===== config.mk =====
export PLATFORM = sky130hd
export DESIGN_NAME = dispatch_queue
export DESIGN_NICKNAME = d
export VERILOG_FILES = /design/src/rtl/dispatch_queue_pkg.sv /design/src/rtl/ooop_types.sv /design/src/rtl/ooop_wrap_ptr.sv /design/src/rtl/dispatch_queue.sv
export SDC_FILE = /design/constraint.sdc
export NUM_CORES = 1
export LEC_CHECK = 0
export CORE_MARGIN = 5
export CORE_UTILIZATION = 51
export DETAILED_ROUTE_END_ITERATION = 7
export PLACE_DENSITY = 0.83
export SETUP_SLACK_MARGIN = 0.15
export SLEW_MARGIN = 10
export SYNTH_ARGS = -nofsm -noshare
export SYNTH_HDL_FRONTEND = slang
export SYNTH_HIERARCHICAL = 1
export SYNTH_SLANG_ARGS = --single-unit

===== constraint.sdc =====
create_clock -name clk -period 4.03 [get_ports clk]
set_clock_uncertainty 0.05 [all_clocks]
set_input_delay 0.6045 -clock clk [delete_from_list [all_inputs] [get_ports clk]]
set_output_delay 0.6045 -clock clk [all_outputs]
set_load 0.02 [all_outputs]

===== src/rtl/dispatch_queue_pkg.sv =====
// Dispatch queue configuration constants and elaboration helpers.
package dispatch_queue_pkg;

    // Queue depth used by the top-level core instantiation.
    localparam int unsigned DISPATCH_Q_DEPTH = 4;

    // True when v is a non-zero power of two.
    function automatic bit is_pow2(input int unsigned v);
        return (v != 0) && ((v & (v - 1)) == 0);
    endfunction

endpackage


===== src/rtl/ooop_types.sv =====
// Shared out-of-order pipeline types: the rename-to-dispatch packet payload.
package ooop_types;

    localparam int unsigned OP_W   = 4;
    localparam int unsigned ROB_W  = 6;
    localparam int unsigned PREG_W = 7;

    // Renamed micro-op as handed from rename to dispatch.
    typedef struct packed {
        logic [OP_W-1:0]   op;
        logic [ROB_W-1:0]  rob_idx;
        logic [PREG_W-1:0] pdst;
        logic [PREG_W-1:0] psrc1;
        logic [PREG_W-1:0] psrc2;
        logic              has_dst;
    } rename_pkt_t;

endpackage


===== src/rtl/ooop_wrap_ptr.sv =====
// Circular-buffer pointer: IW index bits plus one wrap bit above them.
module ooop_wrap_ptr #(
    parameter int unsigned IW = 2
) (
    input  logic          clk,
    input  logic          rst_n,
    input  logic          clr,
    input  logic          inc,
    output logic [IW:0]   ptr
);

    localparam int unsigned PW = IW + 1;

    // Increment wraps the index naturally and toggles the wrap bit; clear wins.
    always_ff @(posedge clk) begin
        if (!rst_n || clr) begin
            ptr <= '0;
        end else if (inc) begin
            ptr <= ptr + PW'(1);
        end
    end

endmodule


===== src/rtl/dispatch_queue.sv =====
// DEPTH-entry circular FIFO between rename and dispatch with occupancy,
// credit and almost-full feedback so rename can throttle ahead of full.
module dispatch_queue
    import ooop_types::*;
    import dispatch_queue_pkg::*;
#(
    parameter  int unsigned DEPTH     = DISPATCH_Q_DEPTH,
    parameter  int unsigned AF_THRESH = DEPTH - 1,
    localparam int unsigned CW        = $clog2(DEPTH + 1)
) (
    input  logic              clk,
    input  logic              rst_n,
    input  logic              flush_i,
    input  logic              in_valid,
    output logic              in_ready,
    input  rename_pkt_t       in_pkt,
    output logic              out_valid,
    input  logic              out_ready,
    output rename_pkt_t       out_pkt,
    output logic [CW-1:0]     count_o,
    output logic [CW-1:0]     credits_o,
    output logic              almost_full_o,
    output logic              empty_o
);

    localparam int unsigned IW = $clog2(DEPTH);
    localparam int unsigned PW = IW + 1;

    // Reject illegal configurations at elaboration time.
    if (!is_pow2(DEPTH) || DEPTH < 2) begin : g_bad_depth
        $error("dispatch_queue: DEPTH must be a power of two and at least 2");
    end
    if (AF_THRESH < 1 || AF_THRESH > DEPTH) begin : g_bad_thresh
        $error("dispatch_queue: AF_THRESH must lie in 1..DEPTH");
    end

    rename_pkt_t       mem [DEPTH];
    logic [PW-1:0]     head;
    logic [PW-1:0]     tail;
    logic              full;
    logic              do_push;
    logic              do_pop;
    logic [CW-1:0]     count_q;
    logic [CW-1:0]     count_nxt;
    logic [CW-1:0]     credits_q;
    logic              af_q;
    logic              empty_q;

    ooop_wrap_ptr #(.IW(IW)) u_head (
        .clk   (clk),
        .rst_n (rst_n),
        .clr   (flush_i),
        .inc   (do_pop),
        .ptr   (head)
    );

    ooop_wrap_ptr #(.IW(IW)) u_tail (
        .clk   (clk),
        .rst_n (rst_n),
        .clr   (flush_i),
        .inc   (do_push),
        .ptr   (tail)
    );

    // Full/empty from pointer compare; push may ride a same-cycle pop when full.
    assign full      = (head[IW-1:0] == tail[IW-1:0]) && (head[IW] != tail[IW]);
    assign out_valid = (head != tail);
    assign do_pop    = out_valid && out_ready;
    assign in_ready  = !full || do_pop;
    assign do_push   = in_valid && in_ready;
    assign out_pkt   = mem[head[IW-1:0]];

    // Storage: clear every slot on reset/flush, otherwise write at tail.
    always_ff @(posedge clk) begin
        if (!rst_n || flush_i) begin
            for (int unsigned i = 0; i < DEPTH; i++) begin
                mem[i] <= '0;
            end
        end else if (do_push) begin
            mem[tail[IW-1:0]] <= in_pkt;
        end
    end

    // Next occupancy: flush empties, push/pop move by one, both cancel.
    always_comb begin
        count_nxt = count_q;
        if (flush_i) begin
            count_nxt = '0;
        end else if (do_push && !do_pop) begin
            count_nxt = count_q + CW'(1);
        end else if (do_pop && !do_push) begin
            count_nxt = count_q - CW'(1);
        end
    end

    // Registered occupancy and the status outputs derived from it.
    always_ff @(posedge clk) begin
        if (!rst_n) begin
            count_q   <= '0;
            credits_q <= CW'(DEPTH);
            af_q      <= 1'b0;
            empty_q   <= 1'b1;
        end else begin
            count_q   <= count_nxt;
            credits_q <= CW'(DEPTH) - count_nxt;
            af_q      <= (count_nxt >= CW'(AF_THRESH));
            empty_q   <= (count_nxt == '0);
        end
    end

    assign count_o       = count_q;
    assign credits_o     = credits_q;
    assign almost_full_o = af_q;
    assign empty_o       = empty_q;

endmodule


Yosys cells after proc, flatten, opt, wreduce, memory -nomap -nowiden
Memories as Yosys holds them, arrays and structs flattened. A register that Yosys moved wholly into a read port is not among the register bits.
Cells that the tools add are included.

cells by class
  $add $sub $neg = 5
  multiply operators = 0
  div/mod/pow operators = 0
  $lt $le $gt $ge = 1
  equality and inequality tests = 3
  shift-type cells = 0
  multiplexer cells = 13
  bitwise operators = 0
  reductions and logical operators = 13

operator list
  cell                 count
  $mux 32              1
  $reduce_or 32->1     1
  $add 3x1->3 const B  3
  $mux 3               3
  $mux 1               6
  $mux 2               3
  $logic_and 1x1->1    5
  $logic_not 1->1      4
  $ge 3x2->1 const B   1
  $logic_not 3->1      1
  $ne 3x3->1           1
  $sub 3x1->3 const B  1
  $sub 3x3->3 const A  1
  $eq 2x2->1           1
  $logic_or 1x1->1     2
  $ne 1x1->1           1

word-level totals
  flip-flop bits (word level) = 14
  latch bits = 0
  bits in writable memories = 128
  ROM bits = 0
  bits of input ports = 37
  output and inout port bits = 42
  logic and storage cells = 42
  memories = 1

memories
  name  depth  bits a word  rd ports  clocked after memory_dff  write ports  RTL line              source
  mem   4      32           1         1                         4            dispatch_queue.sv:37  rename_pkt_t mem [DEPTH];

Longest topological paths before layout
  depth in word-level cells = 11
  gate-level depth with buffers = 9
  gate-level depth less buffers = 9

Modules after synthesis
Netlist, hierarchy kept.

modules (own cells, without submodules)
  module          instances  cells an instance  area an instance (sq um)  seq. area each (sq um)
  dispatch_queue  1          385                6050.8                    3983.8
  ooop_wrap_ptr   2          12                 127.6                     60.1

Worst setup path before layout
No wires, ideal clock.

  kind = register to register
  start = reg u_head.ptr[0]
  end = mem mem[1][0] (netlist bit), enable pin
  library setup time = 0.394 ns
  arrival time = 2.463 ns
  setup slack = 1.123 ns
  cell stages (with the launch flop) = 8
  period minus slack after synthesis = 2.907 ns
  cell sequence = dfxtp_1 buf_2 xor2_1 nor2_1 a31oi_4 nand2_2 nor3b_2 nand2b_1

RTL lines
  item                      RTL line              source
  start: declaration        ooop_wrap_ptr.sv:9    output logic [IW:0] ptr
  start signal: assignment  ooop_wrap_ptr.sv:19   ptr <= ptr + PW'(1);
  end: declaration          dispatch_queue.sv:37

==> impl_results.rst <==
.. list-table::
   :header-rows: 1

   * - Metric
     - Value
   * - Yosys warnings
     - 6
   * - Fmax achieved
     - 315 MHz
   * - Final weighted congestion in routability-driven placement
     - 0.788
   * - Ratio of routed vias to standard cells
     - 5.56
   * - Avg Synthesized Cell Area
     - 15.4 µm²
   * - Total congestion overflow after global routing
     - 0
   * - GRT Resource Usage Total
     - around a fifth
   * - Final max-slew violation count
     - 0
   * - Initial cell density of the core
     - 52.3%
   * - Placed cell areas
     - approximately 0.0073 mm²
   * - Highest-count cells in the layout ignoring fill and taps
     - edfxtp_1, and2_1, clkdlybuf4s50_1
   * - Area added between synthesis and finish
     - 24.2%
   * - Die Footprint
     - 0.0147 mm²
   * - Source-to-sink clock delay at the later pin of the worst-skew pair
     - 410 ps
   * - MaxCap Viol Count
     - 0
   * - Commonest non-fill, non-tap cell in the layout
     - edfxtp_1
   * - Initial antenna violation count
     - 0
   * - # clock sinks
     - between 100 and 150
   * - Number of I/O pins
     - 79
   * - Primary flip-flop cell chosen by synthesis mapping
     - edfxtp_1
   * - Path type of the worst min-delay path
     - reg -> reg
   * - Area fraction of the dominant cell type after synthesis
     - 61.0%
   * - Share of final-layout standard cells stronger than drive strength 1
     - 17.4%
   * - Setup Buffers After CTS
     - 0
   * - Number of antenna-violating nets in the routed design
     - 0
   * - CP required
     - 3380 ps
   * - Pin slew with the least headroom to its limit
     - around 800 ps
   * - Detailed-route DRC error count
     - 0
   * - Quantity of I/O buffers inserted on ports
     - 78
   * - Initial detailed-routing violation count
     - between 300 and 400
   * - Number of diodes added for antenna fixing
     - 0
   * - Run status
     - completed
   * - CTS HTree Levels
     - 4
   * - Power density cells
     - 426 mW/mm²
   * - Area leader, netlist
     - edfxtp_1
   * - Maximum number of pins on one net before global-route repair
     - 38
   * - Post-synthesis register bit count
     - 141
   * - Total setup violations reported at the end of the flow
     - 0
   * - Maximum resistive drop on vdd
     - 0.291 mV
   * - Number of buffers created by CTS
     - 17
   * - Routed via count
     - 3754
   * - Mapped Area
     - 0.00631 mm²
   * - Data arrival time of the critical path
     - 2520 ps
   * - Count of flip-flops with a built-in enable after synthesis
     - 128
   * - Routed Wire Length
     - ~13000 µm
   * - Gate Count Post-Synth
     - ~410
   * - Largest cells by area after synthesis
     - edfxtp_1, mux4_2, and2_1, dfxtp_1, and3_1
   * - Final TNS setup
     - 0 ps
   * - Critical Path End Type
     - output port
   * - Number of nets at the end of the flow
     - 537
   * - Sequential Area
     - 0.00411 mm²
   * - Layout Cell Area excl Fill
     - 0.00783 mm²
   * - Multi-input gate area in the final layout
     - roughly 0.0021 mm²
   * - Share of async-settable or async-resettable flops after synthesis
     - 0%
   * - Final core utilization
     - 64.9%
   * - Detailed-router iteration count before antenna repair
     - 4
   * - Bufs on Longest Clock Path
     - 2
   * - Row count
     - 40
   * - Number of gates resized after CTS
     - 0
   * - Yosys cell types
     - 37
   * - Worst setup timing slack at the placement stage
     - ~970 ps
   * - Critical path launch point type
     - flip-flop
   * - Clock tree from TritonCTS
     - done
   * - Global-route wire length before repair
     - 21600 µm
   * - Clock transition at the registers of the reported paths
     - 50 ps
   * - Post-layout minimum cycle time
     - 3170 ps
   * - DP HPWL
     - 8370 µm
   * - Wire per inst
     - between 15 and 20 µm
   * - Share of the yosys chip area belonging to registers
     - around two thirds
   * - CTS Hold Buffers Added
     - 0
   * - Die Height
     - around 120 µm
   * - Post-route setup slack
     - between 800 and 900 ps
   * - Relative slew slack
     - 46.7%
   * - Post-route fraction of the period consumed by the critical path
     - 78.7%
   * - Count of fill cells added during filler insertion
     - 855
   * - Placeable core region
     - 0.0121 mm²
   * - LEAKAGE
     - roughly 3.0 nW
   * - Via count of the first global-routing pass
     - ~4k
   * - Worst hold slack after final layout
     - 561 ps
   * - Post-synth net total
     - between 400 and 500
   * - Hold-critical path depth
     - 2
   * - Setup repair after global routing missed its margin
     - false
   * - Die Span X
     - about 120 µm
   * - Setup slack on the worst flop-to-flop path
     - approximately 1100 ps
   * - CP Class
     - reg -> out
   * - Hold Violations, Final
     - 0
   * - Number of cells on the worst reg-to-reg path
     - 6
   * - Clk root buf
     - clkbuf_16
   * - Worst Path Max Fanout
     - 35
[routing by layer]
layer	vias up	track usage, %	share of wire [%]
li1	1704	-	-
met1	1913	23.8	40
met2	115	34.5	54
met3	22	3.96	4.7
met4	0	6.65	1.8
met5	-	0	0
[worst max-delay path: stages (launching register included)]
cell and delay [ps]:
dfxtp_2 330, buf_4 570, mux4_2 630, clkdlybuf4s50_1 570
[cell type report]
type	instances	area share (%)
inverters	7	0.335
repair buffers	90	11.1
clock buffers	17	5.43
flip-flops and latches	141	52.4
multi-input cells	237	27.0
clock inverters	15	1.05
well taps	168	2.68
[logic make-up (layout without fill, tap and decap cells)]
group	Yosys count	in the layout	synth area share [%]
xor+xnor	8	8	1.11
fa+ha+maj	6	6	1.19
mux	34	34	11.7
flops	141	141	65.1
buf+inv	31	129	2.00
simple gates	169	169	16.5
compound gates	20	20	2.38
[power breakdown]
group          switching [mW]  total [mW]  leakage, nW  internal, mW
combinational           0.158       0.300         1.23         0.142
clock                   0.572        1.34        0.250         0.768
sequential             0.0258        1.70         1.52          1.67
[state kept, by name, indices dropped and copies added, names as in the netlist]
signal	cells
almost_full_o	1
u_head/ptr	3
empty_o	1
mem	128
count_o	3
u_tail/ptr	3
credits_o	2
[synthesized netlist by cell type, types with 2 or more instances]
cell and number:
clkbuf_1 15, and3_1 33, xnor2_1 5, nor2_1 10, nand3b_1 2, nand3_1 5, o21ai_0 5, and2_1 97
nand2b_1 7, nor3_1 2, buf_1 3, edfxtp_1 128, nand4_1 4, mux4_2 32, nor2b_1 2, a21oi_1 5
a41oi_1 2, mux2i_1 2, xor2_1 3, nand2_1 2, a21bo_2 2, inv_1 7, clkbuf_2 4, dfxtp_1 13
nor3b_2 2, ha_1 6
[worst paths after layout]
kind            startpoint            end
max reg2reg  u_tail/ptr[0]      mem[3][7]
max          u_head/ptr[0]    out_pkt[27]
min reg2reg  u_head/ptr[2]  u_head/ptr[2]
min          u_head/ptr[2]  u_head/ptr[2]
[through the flow]
step / cells / power, mW
after global routing: 675 / 3.46
after global placement: 643 / 2.02
after floorplan: 409 / 1.87
final: 675 / 3.34
after CTS: 675 / 3.36
after detailed placement: 643 / 2.03
(Power assumes the default switching activity.)
==> RTL change: new RTL, config.mk and constraints unchanged <==
Register the output `count_o` once more, cleared by the reset; this adds one clock of latency there. The other outputs are not delayed to match.
--- a/src/rtl/dispatch_queue.sv
+++ b/src/rtl/dispatch_queue.sv
@@ -108,7 +108,13 @@
         end
     end
 
-    assign count_o       = count_q;
+    always_ff @(posedge clk) begin
+        if (!rst_n) begin
+            count_o <= '0;
+        end else begin
+            count_o <= count_q;
+        end
+    end
     assign credits_o     = credits_q;
     assign almost_full_o = af_q;
     assign empty_o       = empty_q;
Function: changed (a bounded check fails within 4 cycles, from zero or initial values and one cycle with rst_n low).
==> RTL change against the original RTL <==
- maximum frequency increased by 1.6%
- non-clock buffer count is 3 lower
- design area up 1.5%
- routed wire length decreased by 3.4%
- worst setup slack improved by 49 ps
- cell count rose by 0.30%
- clock power is 7% higher
- power is 3.6% higher
- sequential cell count rose by 3
- synthesized area increased by 1.8%
- register-to-register slack better by 330 ps
- critical endpoint is now out_pkt[7]
- largest cell class unchanged
==> RTL change: results <==
set metrics [dict create \
    status "completed" \
    nFillCells 905 \
    layoutNonFillerInstCount 677 \
    grt_pass1_vias 4015 \
    layout.nets 536 \
    grt_max_degree 33 \
    grt_pass1_wl_um 21000 \
    detail_route.vias_per_cell 5.30 \
    drive_gt1_share_pct 15.0 \
    hold_path_class "register to register" \
    place_ws_ps 551 \
    synth.area.top_cells "edfxtp_1 (60%), and2_1 (13%), mux4_2 (11%), dfxtp_1 (5.0%), ha_1 (1.2%)" \
    ys_warn_count 6 \
    powerDensity_nw_per_um2 435 \
    synth_nets 452 \
    routed_wl_um 13000 \
    placed_cell_area_sq_um 7410 \
    ys_seq_area_share_pct 64.9 \
    first_pass_iters 5 \
    grt_util_all_layers_pct 19.0 \
    dpl.cell_count 646 \
    wl_met2_um 6800 \
    synth_commonest_cells "and2_1 (132), edfxtp_1 (128), mux4_2 (32)" \
    cp.arrival_ps 2470 \
    reg2reg_from "u_head/ptr[0]$_SDFFE_PP0P_" \
    hold_start "count_q[2]$_SDFF_PN0_" \
    synth.avg_cell_area_sq_um 15.7 \
    routedLengthMet1_um 5160 \
    critical_path.max_fanout 24 \
    wl_met3_um 778 \
    drt_iter0_markers 251 \
    gp_congestion 0.836 \
    synth-async-reset-ratio_pct 0 \
    synth_cell_type_count 41 \
    p_leak_nw 2.98 \
    htree_levels 4 \
    place_hpwl_um 8270 \
    root_buffer "clkbuf_16" \
    slew_headroom_pct 38.3 \
    ir_drop_mv 0.290 \
]
==> RTL change: cell types whose count changed in the layout (fill, tap and decap cells not counted), moves of 4 or more <==
cell,change
and2_1,+35
and3_1,-31
buf_12,+4
buf_4,-7
clkbuf_1,+5
clkinv_2,-7
nor2_1,+4
==> RTL change: cells by family after synthesis <==
group           synth area share (%)
xor+xnor                        1.33
fa+ha+maj                       1.17
compound gates                  2.07
buf+inv                         2.36
simple gates                    16.7
flops                           64.9
mux                             11.5
==> RTL change: final cells by class <==
cell class / count / area share (%)
sequential: 144 / 52.4
multi-input combinational: 237 / 26.6
timing repair buffer: 87 / 11.3
clock buffer: 22 / 5.59
tap: 172 / 2.71
clock inverter: 9 / 1.16
inverter: 6 / 0.283
==> RTL change: routing by layer <==
layer / GRT usage [%] / vias to the layer above
met2: 32.6 / 114
li1: - / 1677
met5: 0 / -
met3: 4.83 / 23
met4: 7.35 / 0
met1: 23.2 / 1772
==> RTL change: where the power goes <==
group	internal, mW	total (mW)	switching [mW]	leakage (nW)
registers	1.70	1.73	0.0264	1.55
logic	0.143	0.287	0.145	1.17
clock network	0.895	1.44	0.548	0.260
==> RTL change: final timing paths <==
path | to | slack (ps) | cells after the start
min reg2reg | count_o[2]$_SDFF_PN0_ | 450 | 1
max reg2reg | mem[0][18]$_SDFFCE_PN0P_ | 1410 | 6
max | out_pkt[7] | 910 | 3
min | count_o[2]$_SDFF_PN0_ | 450 | 1
==> RTL change: critical path: stages, from the launching register on <==
cell and delay (ps):
dfxtp_2 630, buf_12 290, mux4_2 560, clkdlybuf4s50_1 560
